<file path="config.mk">
export PLATFORM = sky130hd
export DESIGN_NAME = pid_mac_scheduler
export DESIGN_NICKNAME = d
export VERILOG_FILES = /design/src/rtl/fan_ctrl_pkg.sv /design/src/rtl/pid_mac_unit.sv /design/src/rtl/pid_mac_scheduler.sv
export SDC_FILE = /design/constraint.sdc
export NUM_CORES = 1
export LEC_CHECK = 0
export ABC_CLOCK_PERIOD_IN_PS = 7500
export BUFFER_PORTS_ARGS = -buffer_cell sky130_fd_sc_hd__buf_4
export CAP_MARGIN = 10
export CORE_MARGIN = 3
export CORE_UTILIZATION = 36
export DETAILED_ROUTE_END_ITERATION = 10
export PLACE_DENSITY = 0.61
export SYNTH_ARGS = -nofsm -noshare
export SYNTH_HDL_FRONTEND = slang
export SYNTH_HIERARCHICAL = 1
export SYNTH_SLANG_ARGS = --single-unit
</file>
<file path="constraint.sdc">
create_clock -name clk_i -period 7.5 [get_ports clk_i]
set_clock_uncertainty 0.15 [all_clocks]
set_input_delay 1.5 -clock clk_i [delete_from_list [all_inputs] [get_ports clk_i]]
set_output_delay 1.5 -clock clk_i [all_outputs]
set_load 0.01 [all_outputs]
</file>
<file path="src/rtl/fan_ctrl_pkg.sv">
// fan_ctrl_pkg: shared FSM encodings, MAC term indices and accumulator sizing for the fan PID path.
package fan_ctrl_pkg;
    localparam logic [2:0] S_IDLE   = 3'd0;
    localparam logic [2:0] S_LOAD   = 3'd1;
    localparam logic [2:0] S_MAC    = 3'd2;
    localparam logic [2:0] S_SAT    = 3'd3;
    localparam logic [2:0] S_UPDATE = 3'd4;
    localparam logic [2:0] T_B2 = 3'd0;
    localparam logic [2:0] T_B1 = 3'd1;
    localparam logic [2:0] T_B0 = 3'd2;
    localparam logic [2:0] T_A1 = 3'd3;
    localparam logic [2:0] T_A0 = 3'd4;
    // Product width plus three guard bits covers the sum of five products.
    function automatic int acc_width(input int reg_w, input int adc_w);
        return reg_w + adc_w + 1 + 3;
    endfunction
endpackage

</file>
<file path="src/rtl/pid_mac_unit.sv">
// pid_mac_unit: shared signed multiplier with optional product negate, accumulate and clear.
module pid_mac_unit #(
    parameter int COEF_W = 8,
    parameter int DATA_W = 5,
    parameter int ACC_W  = 16
) (
    input  logic                     clk,
    input  logic                     rst,
    input  logic                     en,
    input  logic                     clr,
    input  logic                     add,
    input  logic                     neg,
    input  logic signed [COEF_W-1:0] coef,
    input  logic signed [DATA_W-1:0] data,
    output logic signed [ACC_W-1:0]  acc
);
    localparam int PW = COEF_W + DATA_W;
    logic signed [PW-1:0] prod;
    logic signed [ACC_W-1:0] ext;
    logic signed [ACC_W-1:0] term;
    assign prod = coef * data;
    assign ext  = {{(ACC_W-PW){prod[PW-1]}}, prod};
    assign term = neg ? -ext : ext;
    always_ff @(posedge clk or posedge rst) begin
        if (rst)
            acc <= '0;
        else if (en)
            acc <= clr ? '0 : add ? acc + term : acc;
    end
endmodule

</file>
<file path="src/rtl/pid_mac_scheduler.sv">
// pid_mac_scheduler: time-multiplexed 2nd-order IIR/PID update with one shared multiplier.
module pid_mac_scheduler
    import fan_ctrl_pkg::*;
#(
    parameter int ADC_BITWIDTH  = 4,
    parameter int REG_BITWIDTH  = 8,
    parameter int FRAC_BITWIDTH = 6,
    parameter int TICK_DIV      = 200000
) (
    input  logic                           clk_i,
    input  logic                           rst_i,
    input  logic                           clk_en_i,
    input  logic                           trig_i,
    input  logic [ADC_BITWIDTH-1:0]        ADC_value_i,
    input  logic [ADC_BITWIDTH-1:0]        SET_value_i,
    input  logic signed [REG_BITWIDTH-1:0] b2_i,
    input  logic signed [REG_BITWIDTH-1:0] b1_i,
    input  logic signed [REG_BITWIDTH-1:0] b0_i,
    input  logic signed [REG_BITWIDTH-1:0] a1_i,
    input  logic signed [REG_BITWIDTH-1:0] a0_i,
    output logic signed [ADC_BITWIDTH:0]   PID_Val_o,
    output logic                           valid_o,
    output logic                           busy_o,
    output logic                           sat_o,
    output logic                           overrun_o
);
    localparam int EW    = ADC_BITWIDTH + 1;
    localparam int ACC_W = acc_width(REG_BITWIDTH, ADC_BITWIDTH);
    localparam int CW    = $clog2(TICK_DIV);
    localparam logic signed [ACC_W-1:0] R_MAX = ACC_W'((2 ** ADC_BITWIDTH) - 1);
    localparam logic signed [ACC_W-1:0] R_MIN = ACC_W'(-(2 ** ADC_BITWIDTH));

    logic [CW-1:0] cnt;
    logic tick, req;
    logic [2:0] state, term;
    logic signed [EW-1:0] e_now, e, x1, x2, y1, y2, y_sat, y_q, mul_data;
    logic signed [REG_BITWIDTH-1:0] mul_coef;
    logic signed [ACC_W-1:0] acc, r;
    logic clip_hi, clip_lo, sat_q;

    assign tick   = cnt == CW'(TICK_DIV - 1);
    assign req    = tick | trig_i;
    assign busy_o = state != S_IDLE;
    assign e_now  = $signed({1'b0, SET_value_i}) - $signed({1'b0, ADC_value_i});
    assign r      = acc >>> FRAC_BITWIDTH;

    always_comb begin
        mul_coef = term == T_B2 ? b2_i : term == T_B1 ? b1_i : term == T_B0 ? b0_i :
                   term == T_A1 ? a1_i : a0_i;
        mul_data = term == T_B2 ? e : term == T_B1 ? x1 : term == T_B0 ? x2 :
                   term == T_A1 ? y1 : y2;
        clip_hi  = r > R_MAX;
        clip_lo  = r < R_MIN;
        y_sat    = clip_hi ? {1'b0, {ADC_BITWIDTH{1'b1}}} :
                   clip_lo ? {1'b1, {ADC_BITWIDTH{1'b0}}} : r[EW-1:0];
    end

    pid_mac_unit #(
        .COEF_W(REG_BITWIDTH),
        .DATA_W(EW),
        .ACC_W (ACC_W)
    ) u_mac (
        .clk (clk_i),
        .rst (rst_i),
        .en  (clk_en_i),
        .clr (state == S_LOAD),
        .add (state == S_MAC),
        .neg (term >= T_A1),
        .coef(mul_coef),
        .data(mul_data),
        .acc (acc)
    );

    // A request landing in UPDATE chains straight into the next step so TICK_DIV=8 sustains.
    always_ff @(posedge clk_i or posedge rst_i) begin
        if (rst_i) begin
            cnt       <= '0;
            state     <= S_IDLE;
            term      <= T_B2;
            e         <= '0;
            x1        <= '0;
            x2        <= '0;
            y1        <= '0;
            y2        <= '0;
            y_q       <= '0;
            sat_q     <= 1'b0;
            PID_Val_o <= '0;
            valid_o   <= 1'b0;
            sat_o     <= 1'b0;
            overrun_o <= 1'b0;
        end else if (clk_en_i) begin
            cnt     <= tick ? '0 : cnt + 1'b1;
            valid_o <= 1'b0;
            if (req && busy_o && state != S_UPDATE)
                overrun_o <= 1'b1;
            case (state)
                S_IDLE: if (req) state <= S_LOAD;
                S_LOAD: begin
                    e     <= e_now;
                    term  <= T_B2;
                    state <= S_MAC;
                end
                S_MAC: begin
                    term <= term + 3'd1;
                    if (term == T_A0)
                        state <= S_SAT;
                end
                S_SAT: begin
                    y_q   <= y_sat;
                    sat_q <= clip_hi | clip_lo;
                    state <= S_UPDATE;
                end
                S_UPDATE: begin
                    x2        <= x1;
                    x1        <= e;
                    y2        <= y1;
                    y1        <= y_q;
                    PID_Val_o <= y_q;
                    sat_o     <= sat_q;
                    valid_o   <= 1'b1;
                    state     <= req ? S_LOAD : S_IDLE;
                end
                default: state <= S_IDLE;
            endcase
        end
    end
endmodule

</file>
==> impl_metrics.ini <==
[synthesis]
synth-seq-area-share = 0.2794
synth_cell_types = 78
synth_area_sq_um = 6629
syn_inst = 698
synth_edf_count = 0
syn-num-nets = 825
synth-seq-cells = 74
ys_warn_count = 6
yosys_most_used_dff = dfrtp_1
synth.avg_cell_area_sq_um = 9.497
async_flop_share = 1.000

[drt]
ant_nets = 0
drt_iter0_drc = 207
viasPerCell = 5.006
drc = 0
drt-total-wl_um = 15710
dr.pass1.iters = 4
vias = 5326
avgRoutedWirePerCell_um = 14.77

[grt]
grt_util_all_layers = 0.1543
antenna_found_initial = 0
grt_start_max_net_pins = 59
overflow = 0
grt_pass1_wl_um = 25660
first_global_vias = 5110

[setup_path]
r2r_end = u_mac/acc[15]$_DFFE_PP0P_
slowest_delay_ns = 0.60
cpMaxStageDelayCell = fa_1
path_delay_family = adder cells
startpoint_type = primary input
cp-startpoint = a1_i[2]
r2r_setup_slack_ns = 0.26
path_buf_inv = 2
endpoint_kind = flip-flop
critical_path_class = in2reg
worst_ep_required_time_ns = 7.57
reg2reg_from = term[0]$_DFFE_PP0P_
critical_path_arrival_ns = 7.44
reg2regPathDepth = 31
cp_max_fo = 4

[clock_network]
path_clk_slew_ns = 0.06
insertion_delay_ns = 0.34
cts.sinks = 74
cts_tree = done
hold_buffers = 0
cts_buffer_depth = 2
cts_buffers = 9
root_buffer = clkbuf_16
cts_max_level = 3

[outcome]
status = completed

[floorplan]
initial_core_util = 0.3754
core_area_sq_um = 17660
fp.dieH_um = 141.7
rows = 48
die_w_um = 141.7
dieArea_sq_um = 20080
boundaryPins = 61

[placement]
gp_congestion = 0.8404
port_buffers = 60
hpwl_um = 12100
dpl_cell_area_sq_um = 7784

[timing]
fin_crit_sh = 0.9827
relSlewSlack = 0.3155
slew_violations = 0
fmax_ghz = 0.1357
grt_setup_unrepaired = yes
hold_viol = 0
period_needed_ns = 7.370
setup_viol = 0
tightest_slew_ns = 1.027

[hold_path]
hold_class = reg2reg
hold_depth = 2
worstHoldStart = u_mac/acc[0]$_DFFE_PP0P_
min_to = u_mac/acc[0]$_DFFE_PP0P_

[finish]
layout-drive-gt1-share = 0.3278
area_growth_syn_to_layout_pct = 29.31
postLayoutCellArea_sq_um = 8572
mostFrequentLayoutCell = buf_4
final_cell_mix = buf_4, dfrtp_1, inv_1, nand2_1, ha_1
n_antenna_cell = 0
fillCellCount = 1626
fin_nets = 962

[run]
maxCapViolations = 0
repair_timing:
action / 4_1_cts / 5_1_grt
buffers inserted: 0 / 15
gates resized for setup: 5 / 78
setup endpoints to repair: 4 / 5
cloned: 0 / 0
pin swaps: 0 / 51
layout make-up:
class / count / area, sq um / share of cell area
Clock buffer: 9 / 225.2 / 0.02627
Clock inverter: 6 / 90.09 / 0.01051
Inverter: 65 / 244.0 / 0.02846
Multi-Input combinational cell: 535 / 4711 / 0.5496
Sequential cell: 74 / 1852 / 0.2160
Tap cell: 225 / 281.5 / 0.03284
Timing Repair Buffer: 150 / 1169 / 0.1363
cells in the mapped netlist, types with 6 or more instances:
library cell  number  area (sq um)
nor2b_1           11         68.82
o21a_1             9         67.56
nor3b_1           11         82.58
ha_1              47         588.1
xnor2_1           31         271.5
mux2_1             6         67.56
dfrtp_1           74          1852
fa_1              28         560.5
inv_1             64         240.2
clkbuf_1          10         37.54
mux2_2            24         270.3
nand2_1           63         236.5
o211ai_1           7         52.55
nor3_1             6         30.03
nand2b_1          12         75.07
a22o_1             9         78.83
xor2_1            14         122.6
and2_1            28         175.2
and3_1             8         50.05
mux2_4            19         285.3
nor2_1            34         127.6
nand4_1            6         37.54
o21ai_0           44         220.2
a21o_1             9         67.56
nand3_1           13         65.06
a21oi_1           22         110.1
layer usage:
metal / vias to the layer above / global-route usage / share of wire
met4: 0 / 0.02374 / 0.0076
li1: 2702 / - / -
met5: - / 0 / 0
met3: 8 / 0.02966 / 0.031
met2: 57 / 0.2501 / 0.49
met1: 2559 / 0.2189 / 0.47
worst max path at each step:
stage,to,cells after the start
2_1_floorplan,u_mac/acc[15]$_DFFE_PP0P_,26
3_3_place_gp,u_mac/acc[15]$_DFFE_PP0P_,28
3_5_place_dp,u_mac/acc[15]$_DFFE_PP0P_,28
4_1_cts,u_mac/acc[15]$_DFFE_PP0P_,28
5_1_grt,u_mac/acc[15]$_DFFE_PP0P_,26
6_report,u_mac/acc[15]$_DFFE_PP0P_,25
sequential cells by signal, indices dropped and copies added, names as in the netlist:
name	cells
state	3
y_q	5
overrun_o	1
term	3
sat_o	1
e	5
cnt	18
y1	5
y2	5
valid_o	1
x1	5
u_mac/acc	16
sat_q	1
x2	5
stage by stage:
stage	setup slack (ns)	hold WS (ns)	cells	setup TNS, ns	utilization
finish	0.1300	0.3419	1064	0	0.4855
global route	-0.1102	0.3714	1064	-0.2015	0.4855
CTS	0.003364	0.3471	1050	0	0.4595
detailed placement	-0.5269	0.3337	1035	-1.842	0.4408
global placement	-0.4651	0.3232	1035	-1.597	0.4408
floorplan	0.008629	0.2998	698	0	-
kinds of logic (layout without fill, tap and decap cells):
kind of cell,after synthesis,in the layout,synth area share
adders and majority gates,75,75,0.1733
muxes,50,50,0.09551
buffers and inverters,89,230,0.06097
and+or+nand+nor,224,224,0.1867
xor gates and xnor gates,47,47,0.06531
AOI/OAI and AO/OA,139,139,0.1389
DFF,74,74,0.2794
tightest hold or removal path: stages, from the launching register on:
cell     delay [ns]
dfrtp_1        0.34
nand2_1        0.04
o21ai_0        0.07
Power is not shown: default switching activity piles up to over one toggle a cycle in this logic, so the estimate is an artifact.
